$ cat config.mk
export PLATFORM = sky130hd
export DESIGN_NAME = axis_frame_gen
export DESIGN_NICKNAME = d
export VERILOG_FILES = /design/src/rtl/axis_frame_gen.sv
export SDC_FILE = /design/constraint.sdc
export NUM_CORES = 1
export LEC_CHECK = 0
export CAP_MARGIN = 10
export CORE_UTILIZATION = 50
export DETAILED_ROUTE_END_ITERATION = 10
export GPL_TIMING_DRIVEN = 1
export PLACE_DENSITY = 0.72
export SYNTH_ARGS = -nofsm -noshare
export SYNTH_HDL_FRONTEND = slang
export SYNTH_SLANG_ARGS = --single-unit
$ cat constraint.sdc
create_clock -name clk -period 13.9 [get_ports clk]
set_input_delay 2.78 -clock clk [delete_from_list [all_inputs] [get_ports clk]]
set_output_delay 2.78 -clock clk [all_outputs]
set_load 0.05 [all_outputs]
$ cat src/rtl/axis_frame_gen.sv
// axis_frame_gen: AXI4-Stream test-frame source.
//
// Emits frames of fixed or pseudo-random byte length with a programmable
// idle gap between frames. The payload is either an incrementing byte
// pattern or an LFSR pattern. All AXIS outputs come straight from registers.
//
// Ports:
//   clk, resetn        clock, asynchronous active-low reset
//   enable             generate frames while high
//   cfg_rand_len       0 = fixed length (cfg_len), 1 = cfg_min_len + (lfsr & cfg_len)
//   cfg_len            fixed length in bytes, or random-mode mask
//   cfg_min_len        random-mode base length in bytes
//   cfg_gap            idle cycles between frames
//   cfg_payload        0 = incrementing bytes, 1 = LFSR words
//   m_axis_*           AXI4-Stream master (tdata lane 0 = first byte)
//   frame_count        completed frames, wraps modulo 2^32
//   busy               high while loading, sending or in the gap
module axis_frame_gen #(
    parameter int          DATA_BYTES = 4,
    parameter int          LEN_W      = 16,
    parameter int          GAP_W      = 16,
    parameter logic [31:0] LFSR_SEED  = 32'h0000_0001
) (
    input  logic                    clk,
    input  logic                    resetn,
    input  logic                    enable,
    input  logic                    cfg_rand_len,
    input  logic [LEN_W-1:0]        cfg_len,
    input  logic [LEN_W-1:0]        cfg_min_len,
    input  logic [GAP_W-1:0]        cfg_gap,
    input  logic                    cfg_payload,
    output logic [8*DATA_BYTES-1:0] m_axis_tdata,
    output logic [DATA_BYTES-1:0]   m_axis_tkeep,
    output logic                    m_axis_tvalid,
    input  logic                    m_axis_tready,
    output logic                    m_axis_tlast,
    output logic [31:0]             frame_count,
    output logic                    busy
);

    localparam int          DW        = 8 * DATA_BYTES;
    // One extra bit so offset/remaining arithmetic never overflows.
    localparam int          OFF_W     = LEN_W + 1;
    localparam logic [31:0] SEED_EFF  = (LFSR_SEED == 32'h0000_0000) ? 32'h0000_0001 : LFSR_SEED;
    localparam logic [31:0] LFSR_TAPS = 32'h8020_0003;
    localparam logic [OFF_W-1:0] BEAT_STEP = OFF_W'(DATA_BYTES);
    localparam logic [LEN_W-1:0] LEN_MAX   = {LEN_W{1'b1}};

    typedef enum logic [1:0] {
        ST_IDLE = 2'd0,
        ST_LOAD = 2'd1,
        ST_SEND = 2'd2,
        ST_GAP  = 2'd3
    } state_t;

    // Galois step for x^32+x^22+x^2+x+1 (right-shifting form).
    function automatic logic [31:0] lfsr_next(input logic [31:0] v);
        lfsr_next = {1'b0, v[31:1]} ^ (v[0] ? LFSR_TAPS : 32'h0000_0000);
    endfunction

    state_t             state_r;
    state_t             state_s;
    logic [31:0]        len_lfsr_r;
    logic [31:0]        dat_lfsr_r;
    logic [LEN_W-1:0]   len_r;
    logic [OFF_W-1:0]   off_r;
    logic [GAP_W-1:0]   gap_r;
    logic [GAP_W-1:0]   gap_cnt_r;
    logic               payload_r;
    logic [DW-1:0]      tdata_r;
    logic [DATA_BYTES-1:0] tkeep_r;
    logic               tvalid_r;
    logic               tlast_r;
    logic [31:0]        frame_count_r;
    logic               busy_r;

    logic [LEN_W:0]     rand_sum_s;
    logic [LEN_W-1:0]   raw_len_s;
    logic [LEN_W-1:0]   load_len_s;
    logic               handshake_s;
    logic               frame_done_s;
    logic [31:0]        dat_lfsr_nxt_s;
    logic [OFF_W-1:0]   beat_off_s;
    logic [LEN_W-1:0]   beat_len_s;
    logic [31:0]        beat_lfsr_s;
    logic               beat_mode_s;
    logic [OFF_W-1:0]   remain_s;
    logic               beat_last_s;
    logic [DATA_BYTES-1:0] beat_keep_s;
    logic [DW-1:0]      beat_data_s;

    assign handshake_s    = tvalid_r & m_axis_tready;
    assign frame_done_s   = handshake_s & tlast_r;
    assign dat_lfsr_nxt_s = lfsr_next(dat_lfsr_r);

    // Frame length chosen at LOAD: saturating random sum, zero clamped to one byte.
    always_comb begin
        rand_sum_s = {1'b0, cfg_min_len} + {1'b0, (len_lfsr_r[LEN_W-1:0] & cfg_len)};
        raw_len_s  = cfg_len;
        if (cfg_rand_len) begin
            if (rand_sum_s[LEN_W]) begin
                raw_len_s = LEN_MAX;
            end else begin
                raw_len_s = rand_sum_s[LEN_W-1:0];
            end
        end else begin
            raw_len_s = cfg_len;
        end
        if (raw_len_s == {LEN_W{1'b0}}) begin
            load_len_s = {{(LEN_W-1){1'b0}}, 1'b1};
        end else begin
            load_len_s = raw_len_s;
        end
    end

    // Next-state logic.
    always_comb begin
        state_s = state_r;
        case (state_r)
            ST_IDLE: begin
                if (enable) begin
                    state_s = ST_LOAD;
                end else begin
                    state_s = ST_IDLE;
                end
            end
            ST_LOAD: begin
                state_s = ST_SEND;
            end
            ST_SEND: begin
                if (frame_done_s) begin
                    if (gap_r != {GAP_W{1'b0}}) begin
                        state_s = ST_GAP;
                    end else if (enable) begin
                        state_s = ST_LOAD;
                    end else begin
                        state_s = ST_IDLE;
                    end
                end else begin
                    state_s = ST_SEND;
                end
            end
            ST_GAP: begin
                if (gap_cnt_r == {{(GAP_W-1){1'b0}}, 1'b1}) begin
                    if (enable) begin
                        state_s = ST_LOAD;
                    end else begin
                        state_s = ST_IDLE;
                    end
                end else begin
                    state_s = ST_GAP;
                end
            end
            default: begin
                state_s = ST_IDLE;
            end
        endcase
    end

    // Parameters of the beat to be registered next: the first beat in LOAD,
    // otherwise the beat following the one currently on the bus.
    always_comb begin
        beat_off_s  = off_r + BEAT_STEP;
        beat_len_s  = len_r;
        beat_lfsr_s = payload_r ? dat_lfsr_nxt_s : dat_lfsr_r;
        beat_mode_s = payload_r;
        case (state_r)
            ST_LOAD: begin
                beat_off_s  = {OFF_W{1'b0}};
                beat_len_s  = load_len_s;
                beat_lfsr_s = dat_lfsr_r;
                beat_mode_s = cfg_payload;
            end
            default: begin
                beat_off_s  = off_r + BEAT_STEP;
                beat_len_s  = len_r;
                beat_lfsr_s = payload_r ? dat_lfsr_nxt_s : dat_lfsr_r;
                beat_mode_s = payload_r;
            end
        endcase
    end

    // Beat contents: lanes past the end of the frame are disabled and zeroed.
    always_comb begin
        remain_s    = {1'b0, beat_len_s} - beat_off_s;
        beat_last_s = (remain_s <= BEAT_STEP);
        beat_keep_s = {DATA_BYTES{1'b0}};
        beat_data_s = {DW{1'b0}};
        for (int i = 0; i < DATA_BYTES; i++) begin
            beat_keep_s[i] = (remain_s > OFF_W'(i));
            if (!beat_keep_s[i]) begin
                beat_data_s[8*i +: 8] = 8'h00;
            end else if (beat_mode_s) begin
                beat_data_s[8*i +: 8] = beat_lfsr_s[8*(i%4) +: 8];
            end else begin
                beat_data_s[8*i +: 8] = 8'(beat_off_s) + 8'(i);
            end
        end
    end

    // State register.
    always_ff @(posedge clk or negedge resetn) begin
        if (!resetn) begin
            state_r <= ST_IDLE;
        end else begin
            state_r <= state_s;
        end
    end

    // Datapath, LFSRs, counters and registered AXIS outputs.
    always_ff @(posedge clk or negedge resetn) begin
        if (!resetn) begin
            len_lfsr_r    <= SEED_EFF;
            dat_lfsr_r    <= SEED_EFF;
            len_r         <= {LEN_W{1'b0}};
            off_r         <= {OFF_W{1'b0}};
            gap_r         <= {GAP_W{1'b0}};
            gap_cnt_r     <= {GAP_W{1'b0}};
            payload_r     <= 1'b0;
            tdata_r       <= {DW{1'b0}};
            tkeep_r       <= {DATA_BYTES{1'b0}};
            tvalid_r      <= 1'b0;
            tlast_r       <= 1'b0;
            frame_count_r <= 32'h0000_0000;
            busy_r        <= 1'b0;
        end else begin
            busy_r <= (state_s != ST_IDLE);
            case (state_r)
                ST_LOAD: begin
                    len_r      <= load_len_s;
                    payload_r  <= cfg_payload;
                    gap_r      <= cfg_gap;
                    off_r      <= {OFF_W{1'b0}};
                    len_lfsr_r <= lfsr_next(len_lfsr_r);
                    tvalid_r   <= 1'b1;
                    tdata_r    <= beat_data_s;
                    tkeep_r    <= beat_keep_s;
                    tlast_r    <= beat_last_s;
                end
                ST_SEND: begin
                    if (handshake_s) begin
                        if (payload_r) begin
                            dat_lfsr_r <= dat_lfsr_nxt_s;
                        end
                        if (tlast_r) begin
                            frame_count_r <= frame_count_r + 32'h0000_0001;
                            gap_cnt_r     <= gap_r;
                            tvalid_r      <= 1'b0;
                            tdata_r       <= {DW{1'b0}};
                            tkeep_r       <= {DATA_BYTES{1'b0}};
                            tlast_r       <= 1'b0;
                        end else begin
                            off_r   <= beat_off_s;
                            tdata_r <= beat_data_s;
                            tkeep_r <= beat_keep_s;
                            tlast_r <= beat_last_s;
                        end
                    end
                end
                ST_GAP: begin
                    if (gap_cnt_r != {GAP_W{1'b0}}) begin
                        gap_cnt_r <= gap_cnt_r - {{(GAP_W-1){1'b0}}, 1'b1};
                    end
                end
                default: begin
                    tvalid_r <= 1'b0;
                    tdata_r  <= {DW{1'b0}};
                    tkeep_r  <= {DATA_BYTES{1'b0}};
                    tlast_r  <= 1'b0;
                end
            endcase
        end
    end

    assign m_axis_tdata  = tdata_r;
    assign m_axis_tkeep  = tkeep_r;
    assign m_axis_tvalid = tvalid_r;
    assign m_axis_tlast  = tlast_r;
    assign frame_count   = frame_count_r;
    assign busy          = busy_r;

endmodule

=== Word-level counts from Yosys, hierarchy flattened ===
Cells that the tools add are included.

* Bits in registers: 203
* Input port bits: 54
* Output and inout bits: 71

* Magnitude comparators: 5
* Bitwise logic cells: 6
* Equality and inequality tests: 8
* Mux-type cells: 42
* $add $sub $neg: 8
* Reduce and logical (&&, ||, !) cells: 13

{| class="wikitable"
|+ Operator list
! cell !! number
|-
| $mux W32 || 6
|-
| $mux W16 || 7
|-
| $pmux W32 S3 || 1
|-
| $mux W8 || 8
|-
| $xor A31 B32 Y32 || 2
|-
| $mux W17 || 3
|-
| $gt A17 B1 Y1 const B || 2
|-
| $gt A17 B2 Y1 const B || 2
|-
| $pmux W17 S2 || 1
|-
| $add A32 B1 Y32 const B || 1
|-
| $pmux W16 S2 || 1
|-
| $reduce_bool A16 Y1 || 2
|-
| $add A16 B16 Y17 || 1
|-
| $add A17 B3 Y17 const B || 1
|-
| $le A17 B3 Y1 const B || 1
|-
| $sub A16 B17 Y17 || 1
|-
| $add A8 B2 Y8 const B || 2
|-
| $and A16 B16 Y16 || 1
|-
| $eq A16 B1 Y1 const B || 1
|-
| $logic_not A16 Y1 || 1
|-
| $sub A16 B1 Y16 const B || 1
|-
| $pmux W4 S3 || 1
|-
| $reduce_and A3 Y1 || 3
|-
| $add A8 B1 Y8 const B || 1
|-
| 14 further kinds || 31
|}

=== Logic depth before layout (Yosys ltp) ===
Gate-level depths: netlist of the first run.

* Depth after elaboration: 13
* Depth in mapped cells: 21

=== Worst setup path before layout of the first run ===
OpenSTA, ideal clock, no wires.

* Kind: input to register
* Start: in cfg_len[0]
* End: reg tdata_r[0], in the netlist m_axis_tdata[0]
* Buffers on the path: 0
* Arrival: 8.230 ns
* Data required time: 13.804 ns
* Setup time: 0.096 ns
* Path slack: 5.574 ns
* Stages on the path: 21
* Cells stage by stage: and2_1 > ha_1 > fa_1 > a211o_1 > a21bo_2 > o2bb2ai_2 > o21ai_1 > a31oi_1 > or4b_1 > or4_1 > o21a_1 > ha_1 > fa_1 > nor2b_1 > o21a_1 > o2111ai_1 > o211a_1 > o211a_1 > nor4_2 > nor4_4 > o31ai_1

* Word-level cells in the longest chain between the ends: 13

{| class="wikitable"
|+ Ends and longest elaborated chain
! element !! RTL line !! source
|-
| start: declaration || 28 || <nowiki>input logic [LEN_W-1:0] cfg_len,</nowiki>
|-
| $and A16 B16 Y16 || 98 || <nowiki>rand_sum_s = {1'b0, cfg_min_len} + {1'b0, (len_lfsr_r[LEN_W-1:0] & cfg_len)};</nowiki>
|-
| $add A16 B16 Y17 || 98 ||
|-
| $mux W16 || 101 || <nowiki>if (rand_sum_s[LEN_W]) begin</nowiki>
|-
| $mux W16 * || 100 || <nowiki>if (cfg_rand_len) begin</nowiki>
|-
| $logic_not A16 Y1 || 109 || <nowiki>if (raw_len_s == {LEN_W{1'b0}}) begin</nowiki>
|-
| $mux W16 * || 109 ||
|-
| $mux W16 * || 167 || <nowiki>case (state_r)</nowiki>
|-
| $sub A16 B17 Y17 * || 185 || <nowiki>remain_s = {1'b0, beat_len_s} - beat_off_s;</nowiki>
|-
| $gt A17 B1 Y1 * || 190 || <nowiki>beat_keep_s[i] = (remain_s > OFF_W'(i));</nowiki>
|-
| $mux W8 * || 191 || <nowiki>if (!beat_keep_s[i]) begin</nowiki>
|-
| $mux W32 || 245 || <nowiki>if (tlast_r) begin</nowiki>
|-
| $mux W32 || 241 || <nowiki>if (handshake_s) begin</nowiki>
|-
| $pmux W32 S3 * || 228 || <nowiki>case (state_r)</nowiki>
|-
| end signal: assignment || 236 || <nowiki>tdata_r <= beat_data_s;</nowiki>
|-
| end signal: assignment || 249 || <nowiki>tdata_r <= {DW{1'b0}};</nowiki>
|-
| end signal: assignment || 254 || <nowiki>tdata_r <= beat_data_s;</nowiki>
|-
| end: declaration || 70 || <nowiki>logic [DW-1:0] tdata_r;</nowiki>
|}

Mark *: on every way between the ends. The rest lies on a longest branch, timed or not. The select of a mux whose other input is x is not followed.
A chain may end at the register's enable or synchronous reset.

=== Worst setup path after layout of the first run ===
* Start: in cfg_len[0]
* End: reg tdata_r[20], in the netlist m_axis_tdata[20]

* Word-level cells in the longest chain between the ends: 13

{| class="wikitable"
|+ Ends and longest elaborated chain
! element !! RTL line
|-
| $and A16 B16 Y16 || 98
|-
| $add A16 B16 Y17 || 98
|-
| $mux W16 || 101
|-
| $mux W16 * || 100
|-
| $logic_not A16 Y1 || 109
|-
| $mux W16 * || 109
|-
| $mux W16 * || 167
|-
| $sub A16 B17 Y17 * || 185
|-
| $gt A17 B2 Y1 * || 190
|-
| $mux W8 * || 191
|-
| $mux W32 || 245
|-
| $mux W32 || 241
|-
| $pmux W32 S3 * || 228
|}

Marked as above.

==> implementation parameters, run 1 <==
Parameter                              Value

STA
  Final Hold Viols    0
  Max-slew violation count    0
  Unrepaired setup endpoints after global routing    no
  Final setup violating endpoints    0
  Setup Skew    0.0132 ns
  Worst-margin pin slew    1.03 ns
  Final Critical Period    9.07 ns
  Final critical-path share of the clock period    65.2%
  Relative slew slack    31.5%
  Highest attainable clock frequency    110 MHz
  Hold slack    0.478 ns
  Final setup TNS    0 ns

Clock tree
  Clock transition at the register clock pins on the worst setup and hold paths after CTS    0.06 ns
  CTS H-tree lvls    1
  Root Buffer    sky130_fd_sc_hd__clkbuf_16
  Cells resized by post-CTS repair    0
  Number of buffers added to fix hold violations after cts    0
  Maximum buffer depth of the clock tree    3
  Clock network latency to the later pin of the worst-skew pair    0.50 ns
  CTS tree    yes
  Number of setup buffers added after CTS    0
  Number of clock sinks    203
  TritonCTS Buffers    23

Final layout
  Fin util    60.5%
  Share of post-route cells with drive strength above 1    10.8%
  Number of diodes    0
  Number of cells in the finished layout apart from fillers    1,692
  Number of nets in the finished design    1,457
  Area growth, synth to finish    18.8%
  Final design instance area without fill    14,200 um^2

Critical path
  Worst setup path startpoint    cfg_len[0]
  Maximum cell stage delay along the critical path    0.70 ns
  Nature of the critical path endpoint    register
  Arrival time worst endpoint    9.41 ns
  Number of logic stages on the critical path including buffering    22
  Type of the worst setup path    in -> reg
  Reg2Reg Launch Point    len_lfsr_r[0]$_DFFE_PN1P_
  Top Family by Delay on Critical Path    compound AO/OA/AOI/OAI gates
  Buffers plus inverters on the worst setup path    1
  CP Cell Sequence    clkdlybuf4s50_1, and2_1, ha_1, fa_1, a211o_1, a21bo_2, o2bb2ai_2, o21ai_1, a31oi_1, or4b_1, or4_1, o21a_1, ha_1, fa_1, nor2b_1, o21a_1, o2111a_1, o21ai_0, a2111oi_4, o2111ai_4, nor4_4, o21ai_0
  R2r setup slk    7.20 ns
  Startpoint types    primary input
  Reg2Reg Depth    21
  CP max-delay cell    sky130_fd_sc_hd__nor4_4
  Worst-path maximum fanout    9
  Data required time at the worst endpoint    14.24 ns
  Capture point of the critical path    m_axis_tdata[20]$_DFFE_PN0P_
  Worst flop-to-flop path endpoint    m_axis_tdata[20]$_DFFE_PN0P_

Pwr
  Leakage dissipation    6.06 nW
  VDD IR-drop max    0.0861 mV
  Total power per unit cell area    199 nW/um^2

Min path
  Hold WC Path Type    reg -> reg

Drt
  Total wire length    29.3 mm
  DRC    0
  Initial DRT Pass Iterations    5
  Antenna Violating Nets Remaining    0
  Routed WL per cell    17.3 um
  Number of vias per cell after detailed routing    5.89
  Drt initial violations    714
  DR vias    9,967

Placement
  Number of port buffers    124
  Final RePlAce weighted congestion    0.894
  Cell total after placement    1,651
  Estimated wirelength of the detail-placed design    20.7 mm
  DP Area    13,500 um^2

Floorplan
  Number of placement rows    56
  Placeable core area    23,500 um^2
  Vert. Die Dim    157 um
  Starting density of the core    50.9%
  Area of the die    24,500 um^2
  Die Wd    157 um
  Boundary Pins    125

Yosys
  Mean Syn Cell Area    9.49 um^2
  Top FF cell, synth    sky130_fd_sc_hd__dfrtp_1
  Synth async-reset ratio    100%
  Total of flip-flops plus latches after synthesis    203
  YS warnings    0
  Netlist area before placement    11,900 um^2
  Netlist cell types    77
  Number of enable-type register cells in the synthesized netlist    0
  Number of instances in the synthesized netlist    1,259
  Synthesized netlist net count    1,359
  Part of the Yosys area used for sequential elements    42.5%

GRT
  Initial antenna violation count    0
  Via count of the first global-routing pass    9,474
  Global route overflow    0
  Total Routing Usage GR    24.5%
  Largest net degree at the start of global routing    124
  Wire length of the first global-routing pass    48.4 mm

Outcome
  Status    finished clean

Job
  Reported max-cap violation count    0
==> synthesized netlist by cell type (15+ instances only) <==
library cell | instances | area [um^2]
sky130_fd_sc_hd__xor2_1 | 23 | 201
sky130_fd_sc_hd__clkbuf_1 | 53 | 199
sky130_fd_sc_hd__and2_1 | 20 | 125
sky130_fd_sc_hd__dfrtp_1 | 201 | 5030
sky130_fd_sc_hd__and3_1 | 18 | 113
sky130_fd_sc_hd__o31ai_1 | 19 | 143
sky130_fd_sc_hd__nor2b_1 | 15 | 93.8
sky130_fd_sc_hd__xnor2_1 | 57 | 499
sky130_fd_sc_hd__ha_1 | 44 | 551
sky130_fd_sc_hd__nor3_1 | 15 | 75.1
sky130_fd_sc_hd__a21oi_1 | 78 | 390
sky130_fd_sc_hd__nand3_1 | 40 | 200
sky130_fd_sc_hd__nor2_1 | 88 | 330
sky130_fd_sc_hd__inv_1 | 27 | 101
sky130_fd_sc_hd__a31oi_1 | 15 | 93.8
sky130_fd_sc_hd__o22a_1 | 17 | 149
sky130_fd_sc_hd__mux2_2 | 78 | 878
sky130_fd_sc_hd__o21ai_0 | 80 | 400
sky130_fd_sc_hd__nand2_1 | 154 | 578
==> worst register-to-register path, stage by stage (launching register included) <==
cell and delay [ns]:
sky130_fd_sc_hd__dfstp_2 0.40, sky130_fd_sc_hd__and2_1 0.14, sky130_fd_sc_hd__ha_1 0.23, sky130_fd_sc_hd__fa_1 0.43, sky130_fd_sc_hd__a211o_1 0.29, sky130_fd_sc_hd__a21bo_2 0.24
sky130_fd_sc_hd__o2bb2ai_2 0.17, sky130_fd_sc_hd__o21ai_1 0.40, sky130_fd_sc_hd__a31oi_1 0.19, sky130_fd_sc_hd__or4b_1 0.54, sky130_fd_sc_hd__or4_1 0.43, sky130_fd_sc_hd__o21a_1 0.23
sky130_fd_sc_hd__ha_1 0.23, sky130_fd_sc_hd__fa_1 0.40, sky130_fd_sc_hd__nor2b_1 0.13, sky130_fd_sc_hd__o21a_1 0.19, sky130_fd_sc_hd__o2111a_1 0.20, sky130_fd_sc_hd__o21ai_0 0.15
sky130_fd_sc_hd__a2111oi_4 0.38, sky130_fd_sc_hd__o2111ai_4 0.27, sky130_fd_sc_hd__nor4_4 0.71, sky130_fd_sc_hd__o21ai_0 0.19
==> worst min path at each step <==
stage	startpoint	slack, ns	end	depth (start not counted)
after floorplan	len_r[4]$_DFF_PN0_	0.45	len_r[4]$_DFF_PN0_	1
after global placement	m_axis_tdata[3]$_DFFE_PN0P_	0.46	m_axis_tdata[3]$_DFFE_PN0P_	2
after detailed placement	m_axis_tkeep[2]$_DFFE_PN0P_	0.47	m_axis_tkeep[2]$_DFFE_PN0P_	2
after CTS	m_axis_tkeep[2]$_DFFE_PN0P_	0.48	m_axis_tkeep[2]$_DFFE_PN0P_	2
after global routing	m_axis_tkeep[2]$_DFFE_PN0P_	0.50	m_axis_tkeep[2]$_DFFE_PN0P_	2
final	frame_count[31]$_DFFE_PN0P_	0.48	frame_count[31]$_DFFE_PN0P_	1
==> flip-flops by register name, indices dropped and copies added, names as in the netlist <==
signal and count:
dat_lfsr_r 32, frame_count 32, len_lfsr_r 32, m_axis_tdata 32
off_r 17, gap_cnt_r 16, gap_r 16, len_r 16
m_axis_tkeep 4, state_r 2, busy 1, m_axis_tlast 1
m_axis_tvalid 1, payload_r 1
==> layout by cell type (no fill, tap or decap), types with 27 or more instances in the layout <==
cell type and instances:
sky130_fd_sc_hd__nor2_1 88, sky130_fd_sc_hd__o21ai_0 80, sky130_fd_sc_hd__clkdlybuf4s50_1 123, sky130_fd_sc_hd__mux2_2 78, sky130_fd_sc_hd__dfrtp_1 201, sky130_fd_sc_hd__nand2_1 154, sky130_fd_sc_hd__nand3_1 40, sky130_fd_sc_hd__inv_1 27
sky130_fd_sc_hd__xnor2_1 57, sky130_fd_sc_hd__a21oi_1 78, sky130_fd_sc_hd__ha_1 43
==> layout make-up <==
class | count | area, um^2
Tap cell | 319 | 399
Timing Repair Buffer | 135 | 1330
Sequential cell | 203 | 5080
Inverter | 29 | 109
Fill cell | 1972 | 9280
Multi-Input combinational cell | 965 | 6540
Clock inverter | 5 | 52.6
Clock buffer | 36 | 684
==> per-stage QoR <==
stage	setup WS, ns	power [W]
3_3_place_gp	4.58	0.00220
6_report	4.83	0.00282
4_1_cts	4.88	0.00283
3_5_place_dp	4.39	0.00223
2_1_floorplan	5.57	0.00188
5_1_grt	4.49	0.00301
==> cells by family after synthesis <==
| family | after synthesis | share of synthesized area, % |
|---|---|---|
| AOI/OAI and AO/OA | 331 | 18.4 |
| xor gates and xnor gates | 80 | 5.86 |
| muxes | 88 | 8.19 |
| and+or+nand+nor | 420 | 17.2 |
| buffers and inverters | 91 | 2.87 |
| DFF | 203 | 42.5 |
| adders and majority gates | 46 | 4.94 |
==> layer usage <==
metal / track usage (%) / part of all wire, % / up-vias
met5: 0 / 0 / -
met4: 5.37 / 1.6 / 0
met3: 4.35 / 6.1 / 36
met2: 39.6 / 46 / 285
met1: 34.2 / 47 / 4893
li1: - / - / 4753
==> power breakdown <==
part / switching (W) / internal [W] / total [W]
Sequential: 0.000105 / 0.000743 / 0.000848
Clock: 0.000234 / 0.000355 / 0.000589
Combinational: 0.000858 / 0.000526 / 0.00138
Total: 0.00120 / 0.00162 / 0.00282
No activity file was read; power rests on OpenSTA's default activity.
==> run 2, diff against run 1 <==
PLACE_DENSITY = 0.75   (was 0.72)
clock period = 7.6 ns   (was 13.9 ns; I/O delays follow)
==> run 2 against run 1 <==
Die area stayed put. Global-route usage rose by 0.40 points. Combinational power is 90% higher. Register-to-register slack got worse by 5.8 ns. Hold slack lost 0.0091 ns. Via count up 1.1%. Total power increased by 87%. First-iteration DRC count increased by 6.2%. Non-clock buffer count grew 35. Critical path type unchanged. Largest power group unchanged.
==> implementation parameters, run 2 (same netlist as run 1, synthesis figures left out) <==
Parameter                              Value

Outcome
  Status    finished clean

Clock tree
  Root Buffer    sky130_fd_sc_hd__clkbuf_16
  Maximum buffer depth of the clock tree    3 (unchanged)
  CTS H-tree lvls    1 (unchanged)
  Number of buffers added to fix hold violations after cts    0 (unchanged)
  TritonCTS Buffers    23 (unchanged)
  Number of setup buffers added after CTS    0 (unchanged)
  Clock transition at the register clock pins on the worst setup and hold paths after CTS    0.06 ns (about the same)
  Cells resized by post-CTS repair    0 (unchanged)
  Clock network latency to the later pin of the worst-skew pair    0.52 ns (+0.02 ns)
  CTS tree    yes
  Number of clock sinks    203 (unchanged)

STA
  Final setup violating endpoints    0 (unchanged)
  Setup Skew    0.0203 ns (+0.00712 ns)
  Highest attainable clock frequency    139 MHz
  Final Critical Period    7.20 ns
  Worst-margin pin slew    0.955 ns (-0.0728 ns)
  Relative slew slack    36.3% (+4.9 points)
  Final critical-path share of the clock period    94.7%
  Unrepaired setup endpoints after global routing    no
  Final Hold Viols    0 (unchanged)
  Final critical-path setup slack    0.405 ns (-4.43 ns)
  Max-slew violation count    0 (unchanged)

Drt
  DR vias    10,100 (+1.1%)
  Number of vias per cell after detailed routing    5.83 (-0.98%)
  Drt initial violations    758 (+6.2%)
  Total wire length    30.2 mm (+3.2%)
  DRC    0 (unchanged)
  Routed WL per cell    17.5 um (+1.1%)
  Initial DRT Pass Iterations    6 (+1)
  Antenna Violating Nets Remaining    0 (unchanged)

GRT
  Total Routing Usage GR    24.9% (+0.40 points)
  M2 GR Usage    39.8% (+0.23 points)
  Met1 Usage GRT    35.6% (+1.4 points)
  Most congested layer reported by global routing    met2
  Wire length of the first global-routing pass    49.0 mm (+1.2%)
  Via count of the first global-routing pass    9,563 (+0.94%)
  Initial antenna violation count    0 (unchanged)
  Global-route track usage on met3    3.18% (-1.2 points)
  Global route overflow    0 (unchanged)
  Largest net degree at the start of global routing    76 (-39%)

Critical path
  Arrival time worst endpoint    7.56 ns (-1.85 ns)
  Maximum cell stage delay along the critical path    0.45 ns (-0.25 ns)
  CP max-delay cell    sky130_fd_sc_hd__or4_1
  Worst-path maximum fanout    9 (unchanged)
  Buffers plus inverters on the worst setup path    2 (+1)
  Nature of the critical path endpoint    register
  Data required time at the worst endpoint    7.97 ns (-6.27 ns)
  Startpoint types    primary input
  Top Family by Delay on Critical Path    compound AO/OA/AOI/OAI gates
  CP Cell Sequence    clkdlybuf4s50_1, and2_1, ha_1, fa_1, a211o_1, a21bo_2, o2bb2ai_2, or3_1, a31oi_2, or4b_1, or4_1, o21a_1, ha_1, fa_1, nor2b_1, o21a_1, o2111a_1, o21ai_0, a2111oi_4, o2111ai_4, nor4_4, buf_4, o21ai_0
  Type of the worst setup path    in -> reg

Placement
  Estimated wirelength of the detail-placed design    21.5 mm (+4.0%)
  Final RePlAce weighted congestion    0.909 (+1.7%)
  Cell total after placement    1,686 (+2.1%)
  Worst slack at placement    -0.117 ns (-4.51 ns)
  Number of port buffers    124 (unchanged)

Pwr
  VDD IR-drop max    0.182 mV (+110%)
  Leakage dissipation    6.24 nW (+3.1%)
  Total power per unit cell area    363 nW/um^2 (+83%)

Floorplan
  Placeable core area    23,500 um^2 (unchanged)
  Boundary Pins    125 (unchanged)
  Starting density of the core    50.9% (unchanged)
  Number of placement rows    56 (unchanged)
  Vert. Die Dim    157 um (unchanged)
  Area of the die    24,500 um^2 (unchanged)
  Die Wd    157 um (unchanged)

Final layout
  Number of diodes    0 (unchanged)
  Area growth, synth to finish    21.4%
  Most frequent standard cell in the layout excluding fill and tap cells    sky130_fd_sc_hd__dfrtp_1
  Highest-count cells in the layout ignoring fill and taps    sky130_fd_sc_hd__dfrtp_1, sky130_fd_sc_hd__nand2_1, sky130_fd_sc_hd__clkdlybuf4s50_1
  Number of nets in the finished design    1,492 (+2.4%)
  Share of post-route cells with drive strength above 1    13.4% (+2.6 points)
  Filler instances    1,928 (-2.2%)
  Number of cells in the finished layout apart from fillers    1,728 (+2.1%)

Job
  Reported max-cap violation count    0 (unchanged)

Min path
  Hold WC Path Type    reg -> reg
run 2: changes by cell type in the layout (fill, tap and decap cells not counted), moves of 2 or more:
cell	before	now
sky130_fd_sc_hd__buf_4	11	44
sky130_fd_sc_hd__clkbuf_8	7	3
sky130_fd_sc_hd__clkbuf_1	7	4
sky130_fd_sc_hd__clkinv_2	3	6
sky130_fd_sc_hd__clkinvlp_4	1	3
run 2: path summary, 6_finish.rpt:
kind,from,end,slack [ns],cells after the start
hold reg to reg,frame_count[31]$_DFFE_PN0P_,frame_count[31]$_DFFE_PN0P_,0.47,1
setup reg to reg,len_lfsr_r[0]$_DFFE_PN1P_,m_axis_tdata[8]$_DFFE_PN0P_,1.44,22
hold / removal,frame_count[31]$_DFFE_PN0P_,frame_count[31]$_DFFE_PN0P_,0.47,1
min in group asynchronous,resetn,gap_r[9]$_DFFE_PN0P_,1.00,1
max in group asynchronous,resetn,dat_lfsr_r[22]$_DFFE_PN0P_,5.22,2
setup / recovery,cfg_len[0],m_axis_tdata[8]$_DFFE_PN0P_,0.40,23
run 2: area by class of cell:
type / count / area, um^2 / area share [%]
Multi-Input combinational cell: 965 / 6560 / 45.2
Sequential cell: 203 / 5080 / 35.1
Timing Repair Buffer: 170 / 1610 / 11.1
Clock buffer: 29 / 618 / 4.26
Tap cell: 319 / 399 / 2.75
Clock inverter: 13 / 130 / 0.897
Inverter: 29 / 109 / 0.751
run 2: power by group:
group          total, W  internal [W]  switching (W)
clock network   0.00110      0.000647       0.000452
logic           0.00262       0.00102        0.00159
registers       0.00155       0.00136       0.000194
total           0.00527       0.00303        0.00224
run 2: layer usage:
layer	share of wire, %	wire (um)	up-vias
li1	-	-	4816
met1	46	14000	4866
met2	45	13600	335
met3	6.3	1900	62
met4	2.2	668	0
met5	0	0	-
run 2: stage by stage:
stage               power [W]  utilization [%]  hold WS, ns  cell area [um^2]  setup TNS, ns
floorplan             0.00343                -        0.453             11900              0
global placement      0.00411             58.5        0.461             13700              0
detailed placement    0.00415             58.5        0.466             13700          -2.57
CTS                   0.00527             61.7        0.474             14500              0
global route          0.00560             61.8        0.502             14500              0
finish                0.00527             61.8        0.469             14500              0
